[src/rtl/hc_read_sched_if.sv]
// Request, command and response bundle shared by the accelerator requesters,
// the read scheduler and the buffer read-stream channel.
interface hc_read_sched_if #(
  parameter int NUM_REQ   = 4,
  parameter int BUF_IDX_W = 4,
  parameter int SIZE_W    = 16
);
  logic [NUM_REQ-1:0]           req_valid;
  logic [NUM_REQ*BUF_IDX_W-1:0] req_buf;
  logic [NUM_REQ*SIZE_W-1:0]    req_size;
  logic [NUM_REQ-1:0]           req_ack;
  logic [NUM_REQ-1:0]           req_done;
  logic                         cmd_valid;
  logic [BUF_IDX_W-1:0]         cmd_buf;
  logic [SIZE_W-1:0]            cmd_size;
  logic                         cmd_ready;
  logic                         rsp_valid;
  logic                         rsp_last;

  // master: the scheduler; slave: requesters plus read channel
  modport master (
    input  req_valid, req_buf, req_size, cmd_ready, rsp_valid, rsp_last,
    output req_ack, req_done, cmd_valid, cmd_buf, cmd_size
  );
  modport slave (
    output req_valid, req_buf, req_size, cmd_ready, rsp_valid, rsp_last,
    input  req_ack, req_done, cmd_valid, cmd_buf, cmd_size
  );
endinterface

[src/rtl/hc_read_sched.sv]
// Round-robin owner of the single buffer read-stream command channel.
// Optional HC_READ_SCHED_WDOG_EN adds a WAIT-state watchdog that aborts silent streams.
module hc_read_sched #(
  parameter int NUM_REQ   = 4,
  parameter int BUF_IDX_W = 4,
  parameter int SIZE_W    = 16,
  parameter int WDOG_W    = 16
) (
  input  logic                       clk,
  input  logic                       reset,
  input  logic                       enable,
  hc_read_sched_if.master            bus,
  output logic                       busy,
  output logic [$clog2(NUM_REQ)-1:0] cur_owner,
  output logic                       err
);
  localparam int PTR_W = $clog2(NUM_REQ);

  typedef enum logic [1:0] {IDLE, ISSUE, WAIT, DONE} state_t;

  state_t               r_state;
  logic [PTR_W-1:0]     r_rr_ptr;
  logic [PTR_W-1:0]     r_owner;
  logic [NUM_REQ-1:0]   r_req_ack;
  logic [NUM_REQ-1:0]   r_req_done;
  logic                 r_cmd_valid;
  logic [BUF_IDX_W-1:0] r_cmd_buf;
  logic [SIZE_W-1:0]    r_cmd_size;
  logic [SIZE_W-1:0]    r_cnt;
  logic                 r_err;

  logic [BUF_IDX_W-1:0] w_bufs  [NUM_REQ];
  logic [SIZE_W-1:0]    w_sizes [NUM_REQ];
  logic [NUM_REQ-1:0]   w_rot;
  logic                 w_found;
  logic [PTR_W-1:0]     w_off;
  logic [PTR_W:0]       w_sum;
  logic [PTR_W-1:0]     w_pick;
  logic [PTR_W-1:0]     w_pick_next;
  logic [NUM_REQ-1:0]   w_pick_oh;
  logic [NUM_REQ-1:0]   w_owner_oh;
  logic                 w_wdog_expired;

  for (genvar gi = 0; gi < NUM_REQ; gi++) begin : g_unpack
    assign w_bufs[gi]  = bus.req_buf[gi*BUF_IDX_W +: BUF_IDX_W];
    assign w_sizes[gi] = bus.req_size[gi*SIZE_W +: SIZE_W];
  end

  // Rotate so bit 0 is the requester at rr_ptr; the lowest set bit is the winner.
  assign w_rot = NUM_REQ'({bus.req_valid, bus.req_valid} >> r_rr_ptr);

  always_comb begin
    w_found = 1'b0;
    w_off   = '0;
    for (int k = NUM_REQ - 1; k >= 0; k--) begin
      if (w_rot[k]) begin
        w_found = 1'b1;
        w_off   = PTR_W'(k);
      end
    end
  end

  assign w_sum       = {1'b0, r_rr_ptr} + {1'b0, w_off};
  assign w_pick      = (w_sum >= (PTR_W+1)'(NUM_REQ)) ? PTR_W'(w_sum - (PTR_W+1)'(NUM_REQ))
                                                      : PTR_W'(w_sum);
  assign w_pick_next = (w_pick == PTR_W'(NUM_REQ - 1)) ? '0 : w_pick + 1'b1;
  assign w_pick_oh   = NUM_REQ'(1) << w_pick;
  assign w_owner_oh  = NUM_REQ'(1) << r_owner;

`ifdef HC_READ_SCHED_WDOG_EN
  logic [WDOG_W-1:0] r_wdog;

  always_ff @(posedge clk) begin
    if (reset || r_state != WAIT || bus.rsp_valid) begin
      r_wdog <= '0;
    end else begin
      r_wdog <= r_wdog + 1'b1;
    end
  end

  assign w_wdog_expired = &r_wdog;
`else
  assign w_wdog_expired = 1'b0;
`endif

  always_ff @(posedge clk) begin
    if (reset) begin
      r_state     <= IDLE;
      r_rr_ptr    <= '0;
      r_owner     <= '0;
      r_req_ack   <= '0;
      r_req_done  <= '0;
      r_cmd_valid <= 1'b0;
      r_cmd_buf   <= '0;
      r_cmd_size  <= '0;
      r_cnt       <= '0;
      r_err       <= 1'b0;
    end else begin
      r_req_ack <= '0;
      case (r_state)
        IDLE: begin
          if (bus.rsp_valid) r_err <= 1'b1;
          if (enable && w_found) begin
            r_owner    <= w_pick;
            r_rr_ptr   <= w_pick_next;
            r_req_ack  <= w_pick_oh;
            r_cmd_buf  <= w_bufs[w_pick];
            r_cmd_size <= w_sizes[w_pick];
            r_state    <= (w_sizes[w_pick] == '0) ? DONE : ISSUE;
          end
        end
        ISSUE: begin
          // A response here (including the acceptance cycle) cannot belong to this stream.
          if (bus.rsp_valid) r_err <= 1'b1;
          if (!r_cmd_valid) begin
            r_cmd_valid <= 1'b1;
          end else if (bus.cmd_ready) begin
            r_cmd_valid <= 1'b0;
            r_cnt       <= r_cmd_size;
            r_state     <= WAIT;
          end
        end
        WAIT: begin
          if (bus.rsp_valid) begin
            r_cnt <= r_cnt - SIZE_W'(1);
            if (bus.rsp_last || r_cnt == SIZE_W'(1)) begin
              if (!(bus.rsp_last && r_cnt == SIZE_W'(1))) r_err <= 1'b1;
              r_req_done <= w_owner_oh;
              r_state    <= DONE;
            end
          end else if (w_wdog_expired) begin
            r_err      <= 1'b1;
            r_req_done <= w_owner_oh;
            r_state    <= DONE;
          end
        end
        default: begin
          // Zero-length grants arrive without a done pulse; emit it before leaving.
          if (r_req_done == '0) begin
            r_req_done <= w_owner_oh;
          end else begin
            r_req_done <= '0;
            r_state    <= IDLE;
          end
        end
      endcase
    end
  end

  assign bus.req_ack   = r_req_ack;
  assign bus.req_done  = r_req_done;
  assign bus.cmd_valid = r_cmd_valid;
  assign bus.cmd_buf   = r_cmd_buf;
  assign bus.cmd_size  = r_cmd_size;
  assign busy          = (r_state != IDLE);
  assign cur_owner     = r_owner;
  assign err           = r_err;
endmodule

[src/flat_wrapper.sv]
// flat-port wrapper written by rule: the top's interface ports become plain ports
module hc_read_sched_flat 
#(
  parameter int NUM_REQ   = 4,
  parameter int BUF_IDX_W = 4,
  parameter int SIZE_W    = 16,
  parameter int WDOG_W    = 16
)
  (clk, reset, enable, busy, cur_owner, err, bus_req_valid, bus_req_buf, bus_req_size, bus_cmd_ready, bus_rsp_valid, bus_rsp_last, bus_req_ack, bus_req_done, bus_cmd_valid, bus_cmd_buf, bus_cmd_size);
  hc_read_sched_if #(.NUM_REQ(NUM_REQ), .BUF_IDX_W(BUF_IDX_W), .SIZE_W(SIZE_W)) bus_i ();
  input  logic clk;
  input  logic reset;
  input  logic enable;
  output logic busy;
  output logic [$clog2(NUM_REQ)-1:0] cur_owner;
  output logic err;
  input wire logic [$bits(bus_i.req_valid)-1:0] bus_req_valid;
  input wire logic [$bits(bus_i.req_buf)-1:0] bus_req_buf;
  input wire logic [$bits(bus_i.req_size)-1:0] bus_req_size;
  input wire logic [$bits(bus_i.cmd_ready)-1:0] bus_cmd_ready;
  input wire logic [$bits(bus_i.rsp_valid)-1:0] bus_rsp_valid;
  input wire logic [$bits(bus_i.rsp_last)-1:0] bus_rsp_last;
  output wire logic [$bits(bus_i.req_ack)-1:0] bus_req_ack;
  output wire logic [$bits(bus_i.req_done)-1:0] bus_req_done;
  output wire logic [$bits(bus_i.cmd_valid)-1:0] bus_cmd_valid;
  output wire logic [$bits(bus_i.cmd_buf)-1:0] bus_cmd_buf;
  output wire logic [$bits(bus_i.cmd_size)-1:0] bus_cmd_size;
  assign bus_i.req_valid = bus_req_valid;
  assign bus_i.req_buf = bus_req_buf;
  assign bus_i.req_size = bus_req_size;
  assign bus_i.cmd_ready = bus_cmd_ready;
  assign bus_i.rsp_valid = bus_rsp_valid;
  assign bus_i.rsp_last = bus_rsp_last;
  assign bus_req_ack = bus_i.req_ack;
  assign bus_req_done = bus_i.req_done;
  assign bus_cmd_valid = bus_i.cmd_valid;
  assign bus_cmd_buf = bus_i.cmd_buf;
  assign bus_cmd_size = bus_i.cmd_size;
  hc_read_sched #(.NUM_REQ(NUM_REQ), .BUF_IDX_W(BUF_IDX_W), .SIZE_W(SIZE_W), .WDOG_W(WDOG_W)) u_core (.clk(clk), .reset(reset), .enable(enable), .bus(bus_i), .busy(busy), .cur_owner(cur_owner), .err(err));
endmodule
[config.mk]
export PLATFORM = sky130hd
export DESIGN_NAME = hc_read_sched_flat
export DESIGN_NICKNAME = d
export VERILOG_FILES = /design/src/rtl/hc_read_sched_if.sv /design/src/rtl/hc_read_sched.sv /design/src/flat_wrapper.sv
export SDC_FILE = /design/constraint.sdc
export NUM_CORES = 1
export LEC_CHECK = 0
export CAP_MARGIN = 20
export CORE_MARGIN = 5
export CORE_UTILIZATION = 41
export DETAILED_ROUTE_END_ITERATION = 6
export GPL_TIMING_DRIVEN = 0
export PLACE_DENSITY_LB_ADDON = 0.2
export SYNTH_ARGS = -nofsm -noshare
export SYNTH_HDL_FRONTEND = slang
export SYNTH_SLANG_ARGS = --single-unit
[constraint.sdc]
create_clock -name clk -period 2.4 [get_ports clk]
set_input_delay 0.24 -clock clk [delete_from_list [all_inputs] [get_ports clk]]
set_output_delay 0.24 -clock clk [all_outputs]
set_load 0.01 [all_outputs]
Word level (Yosys, flattened, before mapping)
Cells that the tools add are included.
{"block": "word_totals", "regBits": 52, "input_bits": 90, "output_inout_bits": 33, "wordCells": 90}
{"block": "op_classes", "n_addsub": 4, "order_cmp": 2, "eq_ne": 12, "n_shift": 3, "n_mux": 39, "bitwise": 4, "n_reduce_logical": 16}
{"operator": "two-way mux 16 bit", "count": 5}
{"operator": "binary-select mux 16 bit (select 2 bit)", "count": 1}
{"operator": "case mux 16 bit (2 select lines)", "count": 1}
{"operator": "two-way mux 2 bit", "count": 13}
{"operator": "two-way mux 4 bit", "count": 5}
{"operator": "equality test 16 x 1 -> 1 bit, second input constant", "count": 1}
{"operator": "logical NOT 16 bit", "count": 1}
{"operator": "subtractor 16 x 1 -> 16 bit, second input constant", "count": 1}
{"operator": "two-way mux 1 bit", "count": 10}
{"operator": "binary-select mux 4 bit (select 2 bit)", "count": 1}
{"operator": "inequality test 2 x 1 -> 1 bit, second input constant", "count": 4}
{"operator": "case mux 4 bit (2 select lines)", "count": 1}
{"operator": "left shift 1 x 2 -> 4 bit, first input constant", "count": 2}
{"operator": "right shift 8 x 2 -> 4 bit", "count": 1}
{"operator": "greater-or-equal comparator 3 bit, second input constant", "count": 2}
{"operator": "inequality test 2 bit, second input constant", "count": 3}
{"operator": "case mux 2 bit (3 select lines)", "count": 1}
{"operator": "AND reduction 6 bit", "count": 1}
{"operator": "nonzero test 2 bit", "count": 3}
{"operator": "AND reduction 5 bit", "count": 1}
{"operator": "equality test 2 bit, second input constant", "count": 2}
{"operator": "logical NOT 4 bit", "count": 1}
{"operator": "inequality test 4 bit, second input constant", "count": 1}
{"operator": "AND reduction 4 bit", "count": 1}
{"operator": "other kinds (14)", "count": 17}

Depth between registers and ports, before layout
Gate-level depths: netlist (run 1).
{"block": "logic_depth", "word_depth": 16, "mapped_depth": 13, "ltp_nobuf": 11}

Worst setup path after synthesis (run 1)
No wires, ideal clock.
{"block": "synth_path", "path_kind": "register -> register", "from": "reg u_core.r_rr_ptr[0]", "to": "reg u_core.r_cmd_size[0], in the netlist u_core.bus.cmd_size[0]", "arrival_ns": 2.590, "required_time_ns": 2.321, "setup_slack_ns": -0.269, "path_stages_with_launch": 12, "path_buffers": 2, "synth_period_minus_slack_ns": 2.669, "cell_sequence": "dfxtp_1 > clkbuf_1 > nor2_1 > a211oi_1 > a31oi_1 > a211o_1 > ha_1 > xnor2_1 > xnor2_4 > buf_2 > mux2_1 > o211ai_1"}
{"block": "synth_via", "elab_chain_cells": 12, "word_cells_on_any_way": 19, "classes_between": "add/sub: 2; order compare: 1; shift: 1; mux: 12; bitwise: 1; reduce/logical: 2"}
{"item": "from (decl)", "line_no": "hc_read_sched.sv:22", "rtl": "logic [PTR_W-1:0] r_rr_ptr;"}
{"item": "from (signal assigned)", "line_no": "hc_read_sched.sv:105", "rtl": "r_rr_ptr <= w_pick_next;"}
{"item": "right shift 8 x 2 -> 4 bit", "line_no": "hc_read_sched.sv:50", "rtl": "assign w_rot = NUM_REQ'({bus.req_valid, bus.req_valid} >> r_rr_ptr);"}
{"item": "two-way mux 2 bit (4 in series)", "line_no": "hc_read_sched.sv:56", "rtl": "if (w_rot[k]) begin"}
{"item": "adder 2 x 2 -> 3 bit", "line_no": "hc_read_sched.sv:63", "rtl": "assign w_sum = {1'b0, r_rr_ptr} + {1'b0, w_off};"}
{"item": "greater-or-equal comparator 3 bit / subtractor 2 x 1 -> 2 bit (equally long branches)", "line_no": "hc_read_sched.sv:64", "rtl": "assign w_pick = (w_sum >= (PTR_W+1)'(NUM_REQ)) ? PTR_W'(w_sum - (PTR_W+1)'(NUM_REQ))"}
{"item": "two-way mux 2 bit", "line_no": "hc_read_sched.sv:64"}
{"item": "inverter 2 -> 3 bit (implied by the code)", "line_no": "hc_read_sched.sv:108", "rtl": "r_cmd_size <= w_sizes[w_pick];"}
{"item": "binary-select mux 16 bit (select 2 bit)", "line_no": "hc_read_sched.sv:108"}
{"item": "two-way mux 16 bit (implied by the code) (2 in series)", "line_no": "hc_read_sched.sv:108"}
{"item": "to (signal assigned)", "line_no": "hc_read_sched.sv:108"}
{"item": "to (decl)", "line_no": "hc_read_sched.sv:28", "rtl": "logic [SIZE_W-1:0] r_cmd_size;"}
Several ways; a longest one is shown, not always the timed one. The select of a mux whose other input is x is not followed.
A chain may end at the register's enable or synchronous reset.

Worst setup path in the final report (run 1)
{"block": "layout_path", "from": "reg u_core.r_rr_ptr[0]", "to": "reg u_core.r_cmd_size[12], in the netlist u_core.bus.cmd_size[12]"}
Same word-level chain as after synthesis.

==> out/qor.yml, run 1 <==
routing:
  ant_nets: 0
  drtIter0Drc: 185
  routed_via_density: 5.693
  vias: 3877
  finalWirelength_um: 12190
  route.detailed.drc: 0
  wl_met3_um: 958
  highest-signal-layer: "met4"
  wl_per_cell_um: 17.89
  firstDrtPassIters: 4
  met1_length_um: 5121
  wl_met2_um: 5967
placed_design:
  port_buffers: 121
  pre_cts_slack_ns: -0.6561
  hpwl_um: 9232
  gp_congestion: 0.8991
power_and_ir_drop:
  total_power_w: 0.006440
  ir_worst_vdd_uv: 551.1
  powerDensity_nw_per_um2: 1198
  leakagePower_nw: 1.898
critical_path:
  critPathMaxFanout: 8
  r2r_slack_ns: -0.03
  startpoint: "u_core.r_rr_ptr[0]$_SDFFE_PP0P_"
  arrival_ns: 2.63
  worstReg2RegEnd: "u_core.bus.cmd_size[12]$_SDFFE_PP0P_"
  rr_worst_depth: 13
  worst-setup-path-type: "flip-flop to flip-flop"
  r2r_start: "u_core.r_rr_ptr[0]$_SDFFE_PP0P_"
  setup.worst_path.end: "u_core.bus.cmd_size[12]$_SDFFE_PP0P_"
  end_kind: "flip-flop"
  required_ns: 2.60
  critPathLaunchType: "flip-flop"
grt:
  antenna_found_initial: 0
  grtUsageTotal_pct: 23.31
  grt.overflow.total: 0
  grt_pass1_vias: 3884
  grt_pass1_wl_um: 19200
  grt_max_degree: 17
synth:
  synth_top_area_share_pct: 30.54
  synth_cells: 432
  yosysTopAreaCell: "dfxtp_1"
  synth_area_leaders: "dfxtp_1 31%, nand2_1 9.4%, mux2i_1 6.8%, mux2_1 4.6%, o211ai_1 4.6%"
  ys_seq_area_share_pct: 30.54
  yosysWarnings: 0
  ys_dominant_reg_cell: "dfxtp_1"
  synth_edf_count: 0
  async_flop_share_pct: 0
  synth.avg_cell_area_sq_um: 7.890
  syn_nets: 530
  synth.distinct_cells: 54
  syn-cell-area_sq_um: 3408
  ys_seq_elements: 52
cells_and_area:
  layout_common_cells: "119 x clkdlybuf4s50_1, 84 x nand2_1, 51 x dfxtp_1"
  diodes: 0
  area.growth.synth_to_final_pct: 57.67
  drive_gt1_share_pct: 17.01
  layout_commonest_cell: "clkdlybuf4s50_1"
  nNetsFinal: 673
clock_tree:
  clkTransAtPathRegs_ns: 0.10
  clkLatencyLatePin_ns: 0.32
  cts_max_path_buffers: 2
  cts_tree: "done"
  hold_buffers: 0
  cts_buffers: 5
  clock-sinks: 52
  root_buffer: "clkbuf_8"
  h-tree-depth: 2
sta:
  slew_headroom_pct: 44.15
  fin_crit_sh_pct: 101.0
  slew_viol_final: 0
  setup_viol: 12
  max_freq_mhz: 412.4
  worstMarginPinSlew_ns: 0.8301
  worst_slack_ns: -0.02504
  layout_min_cycle_time_ns: 2.425
  skew_ns: 0.01175
  grt_setup_unrepaired: "true"
  hold_viol: 0
min_path:
  hp-class: "flip-flop to flip-flop"
die:
  io_pins: 123
  core-area_sq_um: 8175
  die_w_um: 101.2
  fp.dieH_um: 101.2
  rows: 33
  start_util_pct: 41.69
  fp.dieArea_sq_um: 10240
flow_run:
  cap_violations: 0
status:
  failed_checks: "setup timing"
  status: "finished, violations left"
## kinds of logic (layout without fill, tap and decap cells)
family | count (synthesis) | count (layout) | share of synthesized area, %
adders and majority gates | 8 | 8 | 2.937
AOI/OAI and AO/OA | 95 | 95 | 18.32
muxes | 43 | 43 | 13.36
buffers and inverters | 33 | 177 | 3.891
DFF | 52 | 52 | 30.54
xor gates and xnor gates | 4 | 4 | 1.579
and+or+nand+nor | 197 | 197 | 29.37
## cell usage after synthesis (4+ instances only)
library cell  instances
mux2i_1              23
a211oi_1             11
nor4_1               14
inv_1                 5
ha_1                  8
nand3_1               7
mux2_2                6
clkbuf_1             20
nand2b_1              6
mux2_1               14
o21ai_0               9
dfxtp_1              52
a22oi_1               5
nand2_1              85
nor2_1               36
o21ai_1               5
nor2b_1               4
o211ai_1             21
buf_2                 4
a21oi_1              24
nand4_1               5
o22ai_1               4
nor3_1               16
## routing by layer
layer  vias up  track usage, %
met1      1820           30.28
met5         -               0
met2       182           39.69
li1       1863               -
met3        12           4.752
met4         0           5.624
## worst max-delay path, cell delays in order (launching register included)
cell and delay (ns):
dfxtp_2 0.34, buf_8 0.12, nand2_4 0.04, nor2_2 0.04
a211oi_2 0.19, a31oi_1 0.07, a211o_1 0.28, ha_4 0.19
xnor2_4 0.19, xnor2_4 0.16, buf_12 0.17, buf_12 0.15
mux2i_1 0.25, o211ai_1 0.10
## sequential cells by signal, indices dropped and copies added (netlist names)
signal	count
u_core.r_state	2
u_core.err	1
u_core.bus.req_done	4
u_core.r_rr_ptr	2
u_core.bus.cmd_valid	1
u_core.cur_owner	2
u_core.bus.cmd_buf	4
u_core.r_cnt	16
u_core.bus.req_ack	4
u_core.bus.cmd_size	16
## worst min-delay path by stage
| stage | from | end | cells past startpoint |
|---|---|---|---|
| 2_1_floorplan | reset | u_core.r_state[1]$_SDFFE_PP0P_ | 2 |
| 3_3_place_gp | u_core.err$_SDFFE_PP0P_ | u_core.err$_SDFFE_PP0P_ | 2 |
| 3_5_place_dp | u_core.bus.cmd_buf[3]$_SDFFE_PP0P_ | u_core.bus.cmd_buf[3]$_SDFFE_PP0P_ | 2 |
| 4_1_cts | u_core.bus.cmd_buf[3]$_SDFFE_PP0P_ | u_core.bus.cmd_buf[3]$_SDFFE_PP0P_ | 2 |
| 5_1_grt | u_core.bus.cmd_buf[3]$_SDFFE_PP0P_ | u_core.bus.cmd_buf[3]$_SDFFE_PP0P_ | 2 |
| 6_report | u_core.bus.cmd_buf[3]$_SDFFE_PP0P_ | u_core.bus.cmd_buf[3]$_SDFFE_PP0P_ | 2 |
## stage by stage
stage | TNS (ns) | utilization (%) | area (sq um) | instances | hold WS [ns]
final | -0.1465 | 65.73 | 5374 | 681 | 0.4879
after global routing | -2.341 | 65.73 | 5374 | 681 | 0.5090
after CTS | -1.673 | 62.86 | 5139 | 676 | 0.4907
after detailed placement | -15.22 | 58.43 | 4777 | 658 | 0.4712
after global placement | -14.73 | 58.43 | 4777 | 658 | 0.4534
after floorplan | -0.2114 | - | 3435 | 432 | 0.4219
## area by class of cell
type                    count  area [sq um]
multi-input cells         347          2477
clock inverters             3         42.54
fillers                   677          2801
plain buffers              25         183.9
flip-flops and latches     52          1042
repair buffers            137          1401
inverters                   7         26.28
well taps                 105         131.4
clock buffers               5         68.82
## where the power goes
group	total, W	switching, W	internal [W]
combinational	0.00430	0.00206	0.00224
sequential	0.00152	0.000332	0.00119
clock	0.000624	0.000315	0.000309
total	0.00644	0.00270	0.00374
## what timing repair did
action	4_1_cts	5_1_grt
setup endpoints to repair	27	39
pin swaps	8	12
resized for setup	43	59
cloned	1	1
setup buffers	9	6
No activity file was read; power rests on OpenSTA's default activity.
==> run 2, diff against run 1 <==
Settings changed: ABC_AREA set to 1, PLACE_DENSITY set to 0.77, PLACE_DENSITY_LB_ADDON 0.2 to unset.
==> out/qor.yml, run 2 <==
status:
  status: "finished, violations left"
  failed_checks: "setup timing"
clock_tree:
  h-tree-depth: 2
  root_buffer: "clkbuf_8"
  clock-sinks: 52
  clkTransAtPathRegs_ns: 0.09
  cts_max_path_buffers: 2
  cts_buffers: 5
  cts_tree: "done"
  clkLatencyLatePin_ns: 0.30
synth:
  ys_dominant_reg_cell: "dfxtp_1"
  synth_top_area_share_pct: 30.41
  synth_area_leaders: "dfxtp_1 30%, nand2_1 23%, inv_1 6.4%, o21ai_0 5.1%, nor2_1 4.8%"
  syn-cell-area_sq_um: 3423
  synth_edf_count: 0
  synth_cells: 561
  yosysMostFrequentCell: "nand2_1"
  yosysWarnings: 0
  synth.distinct_cells: 40
  synth.avg_cell_area_sq_um: 6.102
  async_flop_share_pct: 0
  ys_seq_elements: 52
  yosysTopAreaCell: "dfxtp_1"
  yosys-top-cells-count: "209 x nand2_1, 58 x inv_1, 52 x dfxtp_1, 44 x nor2_1, 35 x o21ai_0"
  ys_seq_area_share_pct: 30.41
  syn_nets: 659
grt:
  grtUsageTotal_pct: 21.84
  antenna_found_initial: 0
  grt.overflow.total: 0
  grt_pass1_wl_um: 18440
  grt_pass1_vias: 4104
  grt_max_degree: 16
sta:
  layout_min_cycle_time_ns: 2.487
  grt_setup_unrepaired: "true"
  setup_viol: 1
  max_freq_mhz: 402.1
  fin_crit_sh_pct: 103.6
  slew_headroom_pct: 65.18
  worst_slack_ns: -0.08691
  slew_viol_final: 0
  worstMarginPinSlew_ns: 0.5224
  fin_setup_tns_ns: -0.08691
  skew_ns: 0.004717
  hold_viol: 0
critical_path:
  cp_top_family: "simple AND/OR/NAND/NOR gates"
  arrival_ns: 2.73
  critPathMaxFanout: 6
  end_kind: "flip-flop"
  slowest_delay_ns: 0.41
  worst-setup-path-type: "flip-flop to flip-flop"
  path_buf_inv: 4
  required_ns: 2.64
  cp_common_cell: "nand2_2"
  cpMaxStageDelayCell: "dfxtp_4"
  critPathLaunchType: "flip-flop"
  crit_chain: "inv_6 > nand2_4 > nand3_2 > nand2_2 > nand3_2 > a21boi_2 > ha_4 > xor2_2 > inv_1 > nand3_2 > nand2_4 > buf_8 > buf_12 > nand2_2 > nand2_2 > nor2_2 > nand2_2 > nor2_2 > nand2_1 > nand2_1 > nand2_1 > a21oi_2"
routing:
  routed_via_density: 5.022
  vias: 4073
  wl_per_cell_um: 13.96
  ant_nets: 0
  drtIter0Drc: 207
  route.detailed.drc: 0
  firstDrtPassIters: 5
  finalWirelength_um: 11320
min_path:
  hp-class: "primary input to flip-flop"
power_and_ir_drop:
  powerDensity_nw_per_um2: 1557
  leakagePower_nw: 2.402
  ir_worst_vdd_uv: 975.0
die:
  start_util_pct: 41.87
  rows: 33
  fp.dieH_um: 101.4
  io_pins: 123
  core-area_sq_um: 8175
  die_w_um: 101.4
  fp.dieArea_sq_um: 10280
placed_design:
  pre_cts_slack_ns: -0.6961
  dp.cells: 787
  gp_congestion: 0.9099
  hpwl_um: 8911
  port_buffers: 121
cells_and_area:
  layout_common_cells: "190 x nand2_1, 121 x clkdlybuf4s50_1, 57 x inv_1"
  drive_gt1_share_pct: 13.31
  layout_commonest_cell: "nand2_1"
  utilization_pct: 64.57
  nNetsFinal: 803
  diodes: 0
  fillCellCount: 727
  fin_cells: 811
  area.growth.synth_to_final_pct: 54.20
flow_run:
  cap_violations: 0
run 2: kinds of logic (layout without fill, tap and decap cells):
| logic type | count (synthesis) | after routing | synth area share [%] |
|---|---|---|---|
| flip-flops | 52 | 52 | 30.41 |
| AND/OR/NAND/NOR | 299 | 299 | 35.45 |
| multiplexers | 4 | 4 | 1.170 |
| adder cells (fa/ha/maj) | 8 | 8 | 2.924 |
| AO/OA/AOI/OAI | 106 | 106 | 18.49 |
| XOR/XNOR | 2 | 2 | 0.5118 |
| buffers and inverters | 90 | 235 | 11.04 |
run 2: final cells by class:
class | count | area [sq um] | area share, %
inverters | 61 | 237.7 | 4.503
multi-input cells | 419 | 2186 | 41.41
clock inverters | 1 | 30.03 | 0.5689
plain buffers | 27 | 185.2 | 3.508
flip-flops and latches | 52 | 1049 | 19.86
repair buffers | 139 | 1364 | 25.84
clock buffers | 7 | 96.34 | 1.825
well taps | 105 | 131.4 | 2.489
run 2: power by group:
group	switching [W]	leakage (nW)	internal, W	total (W)
clock network	0.000290	0.0645	0.000368	0.000658
logic	0.00352	1.91	0.00258	0.00610
registers	0.000286	0.428	0.00117	0.00146
run 2: per-layer routing:
| layer | wire length (um) | track usage (%) | share of wire (%) | vias to the layer above |
|---|---|---|---|---|
| li1 | - | - | - | 2091 |
| met1 | 4760 | 26.21 | 42 | 1820 |
| met2 | 5659 | 39.13 | 50 | 144 |
| met3 | 703 | 3.857 | 6.2 | 18 |
| met4 | 195 | 7.362 | 1.7 | 0 |
| met5 | 0 | 0 | 0 | - |
run 2: metrics by stage:
step	total power, W	hold WS [ns]	area, sq um
floorplan	0.004740	0.4453	3433
global placement	0.006261	0.4406	4776
detailed placement	0.006342	0.4436	4776
CTS	0.007832	0.4166	5175
global route	0.008949	0.4690	5279
finish	0.008221	0.4078	5279
run 2: timing repair:
| action | in CTS | in global routing |
|---|---|---|
| hold buffers | 0 | 0 |
| resized for setup | 52 | 35 |
| pin swaps | 23 | 18 |
| setup endpoints to repair | 35 | 22 |
| setup buffers | 12 | 4 |
| gates cloned | 2 | 0 |
| hold endpoints to repair | 0 | 0 |
run 2: final timing paths:
kind	end	from	slack (ns)	cells past startpoint
min	u_core.bus.cmd_size[5]$_SDFFE_PP0P_	reset	0.41	4
max reg2reg	u_core.r_state[1]$_SDFFE_PP0P_	u_core.r_rr_ptr[0]$_SDFFE_PP0P_	-0.09	22
min reg2reg	u_core.err$_SDFFE_PP0P_	u_core.err$_SDFFE_PP0P_	0.45	2
max	u_core.r_state[1]$_SDFFE_PP0P_	u_core.r_rr_ptr[0]$_SDFFE_PP0P_	-0.09	22
run 2: worst register-to-register path: stages (launching register included):
cell and delay, ns:
dfxtp_4 0.41, inv_6 0.06, nand2_4 0.06, nand3_2 0.07
nand2_2 0.10, nand3_2 0.08, a21boi_2 0.18, ha_4 0.16
xor2_2 0.14, inv_1 0.07, nand3_2 0.09, nand2_4 0.07
buf_8 0.14, buf_12 0.14, nand2_2 0.06, nand2_2 0.06
nor2_2 0.09, nand2_2 0.06, nor2_2 0.09, nand2_1 0.07
nand2_1 0.06, nand2_1 0.05, a21oi_2 0.11
==> run 3, diff against run 2 <==
Settings changed: GPL_ROUTABILITY_DRIVEN set to 0.
==> out/qor.yml, run 3 (synthesis gave the netlist of run 2 again) <==
grt:
  grt-busiest-layer: "met2"
  grt_pass1_wl_um: 18400
  antenna_found_initial: 0
  grt.overflow.total: 0
  grt_max_degree: 16
  grt_use_met3_pct: 4.408
  grtUsageMet2_pct: 39.74
  grt_pass1_vias: 4055
  grtUsageTotal_pct: 21.91
  use_met1_pct: 25.44
critical_path:
  rr_worst_depth: 20
  worst-setup-path-type: "flip-flop to flip-flop"
  r2r_start: "u_core.r_rr_ptr[0]$_SDFFE_PP0P_"
  r2r_slack_ns: -0.10
  end_kind: "flip-flop"
  arrival_ns: 2.74
  worstReg2RegEnd: "u_core.r_state[1]$_SDFFE_PP0P_"
  critPathLaunchType: "flip-flop"
  required_ns: 2.64
  critPathMaxFanout: 6
die:
  io_pins: 123
  fp.dieArea_sq_um: 10280
  core-area_sq_um: 8175
  start_util_pct: 41.87
  rows: 33
  die_w_um: 101.4
  fp.dieH_um: 101.4
cells_and_area:
  fillCellCount: 723
  diodes: 0
  layout_commonest_cell: "nand2_1"
  area.growth.synth_to_final_pct: 53.44
  utilization_pct: 64.25
  nNetsFinal: 803
  layout_common_cells: "192 x nand2_1, 118 x clkdlybuf4s50_1, 56 x inv_1"
  drive_gt1_share_pct: 13.17
  final_cell_area_sq_um: 5253
sta:
  fin_crit_sh_pct: 104.2
  hold_viol: 0
  slew_viol_final: 0
  layout_min_cycle_time_ns: 2.501
  setup_viol: 1
  grt_setup_unrepaired: "true"
  slew_headroom_pct: 62.99
  worst_slack_ns: -0.1005
  skew_ns: 0.01256
  worstMarginPinSlew_ns: 0.5551
  max_freq_mhz: 399.9
routing:
  wl_per_cell_um: 13.79
  finalWirelength_um: 11180
  vias: 4144
  route.detailed.drc: 0
  drtIter0Drc: 203
  firstDrtPassIters: 5
  routed_via_density: 5.110
  ant_nets: 0
clock_tree:
  clkLatencyLatePin_ns: 0.31
  cts_tree: "done"
  root_buffer: "clkbuf_8"
  clkTransAtPathRegs_ns: 0.09
  cts_buffers: 5
  cts_max_path_buffers: 2
  clock-sinks: 52
  h-tree-depth: 2
  hold_buffers: 0
min_path:
  whs_endpoint: "u_core.bus.cmd_size[6]$_SDFFE_PP0P_"
  hp-class: "primary input to flip-flop"
  hp-start: "reset"
  holdPathStages: 4
placed_design:
  place_area_sq_um: 4776
  hpwl_um: 8746
  port_buffers: 121
power_and_ir_drop:
  leakagePower_nw: 2.392
  ir_worst_vdd_uv: 874.4
  powerDensity_nw_per_um2: 1516
status:
  failed_checks: "setup timing"
  status: "finished, violations left"
flow_run:
  cap_violations: 0
[run 3: cell types whose count changed in the layout (fill, tap and decap cells not counted), sizes merged]
cell / change
buf: -3
clkbuf: +3
clkdlybuf4s50: -3
dlymetal6s2s: +2
bufinv: -1
clkinvlp: +1
dlygate4sd2: +1
[run 3: routing by layer]
layer / vias up / wire length (um)
li1: 2091 / -
met1: 1857 / 4587
met2: 173 / 5513
met3: 23 / 812
met4: 0 / 267
met5: - / 0
[run 3: where the power goes]
| group | total [W] | internal [W] | switching (W) |
|---|---|---|---|
| sequential | 0.00147 | 0.00117 | 0.000295 |
| combinational | 0.00597 | 0.00255 | 0.00343 |
| clock | 0.000519 | 0.000235 | 0.000284 |
[run 3: how the worst max path moves through the flow]
stage | start | endpoint | cells past startpoint
detailed placement | bus_req_valid[3] | u_core.bus.cmd_buf[3]$_SDFFE_PP0P_ | 16
CTS | u_core.r_rr_ptr[1]$_SDFFE_PP0P_ | u_core.r_state[1]$_SDFFE_PP0P_ | 20
finish | u_core.r_rr_ptr[0]$_SDFFE_PP0P_ | u_core.r_state[1]$_SDFFE_PP0P_ | 20
global route | u_core.r_rr_ptr[0]$_SDFFE_PP0P_ | u_core.r_state[1]$_SDFFE_PP0P_ | 22
global placement | bus_req_valid[3] | u_core.r_state[1]$_SDFFE_PP0P_ | 18
floorplan | u_core.r_rr_ptr[1]$_SDFFE_PP0P_ | u_core.r_state[1]$_SDFFE_PP0P_ | 22
[run 3: worst max-delay path, stage by stage (launching register included)]
cell	delay [ns]
dfxtp_4	0.42
inv_6	0.06
nand2_4	0.06
nand3_2	0.07
nand2_2	0.07
nand3_2	0.08
a21boi_4	0.16
ha_4	0.18
xor2_4	0.19
inv_2	0.05
nand3_2	0.07
nand2_2	0.08
buf_6	0.15
buf_12	0.14
o21ai_4	0.16
nand3_2	0.09
nor2_1	0.11
nand2_1	0.08
nand2_1	0.06
nand2_1	0.05
a21oi_2	0.10
[run 3: final cells by class]
type / count / area, sq um / area share (%)
multi-input combinational: 419 / 2187 / 41.64
inverter: 61 / 240.2 / 4.574
clock buffer: 7 / 86.33 / 1.644
tap: 105 / 131.4 / 2.501
sequential: 52 / 1049 / 19.96
buffer: 27 / 173.9 / 3.311
timing repair buffer: 139 / 1378 / 26.23
clock inverter: 1 / 7.507 / 0.1429
[run 3: metrics by stage]
step                setup TNS, ns  std cells  power (W)  worst slack (ns)  hold WS (ns)
floorplan                       0        561   0.004740           0.01449        0.4453
global placement           -8.113        787   0.006185           -0.6102        0.4423
detailed placement         -10.68        787   0.006270           -0.6708        0.4486
CTS                      -0.05946        806   0.007610          -0.05946        0.4024
global route              -0.5026        811   0.008695           -0.2880        0.4403
finish                    -0.1005        811   0.007963           -0.1005        0.4088
[run 3: timing repair]
action	4_1_cts	5_1_grt
buffers inserted	10	7
cloned	2	0
gates resized for setup	53	29
hold endpoints to repair	0	0
endpoints found under the setup margin	25	26
pin swaps	13	12
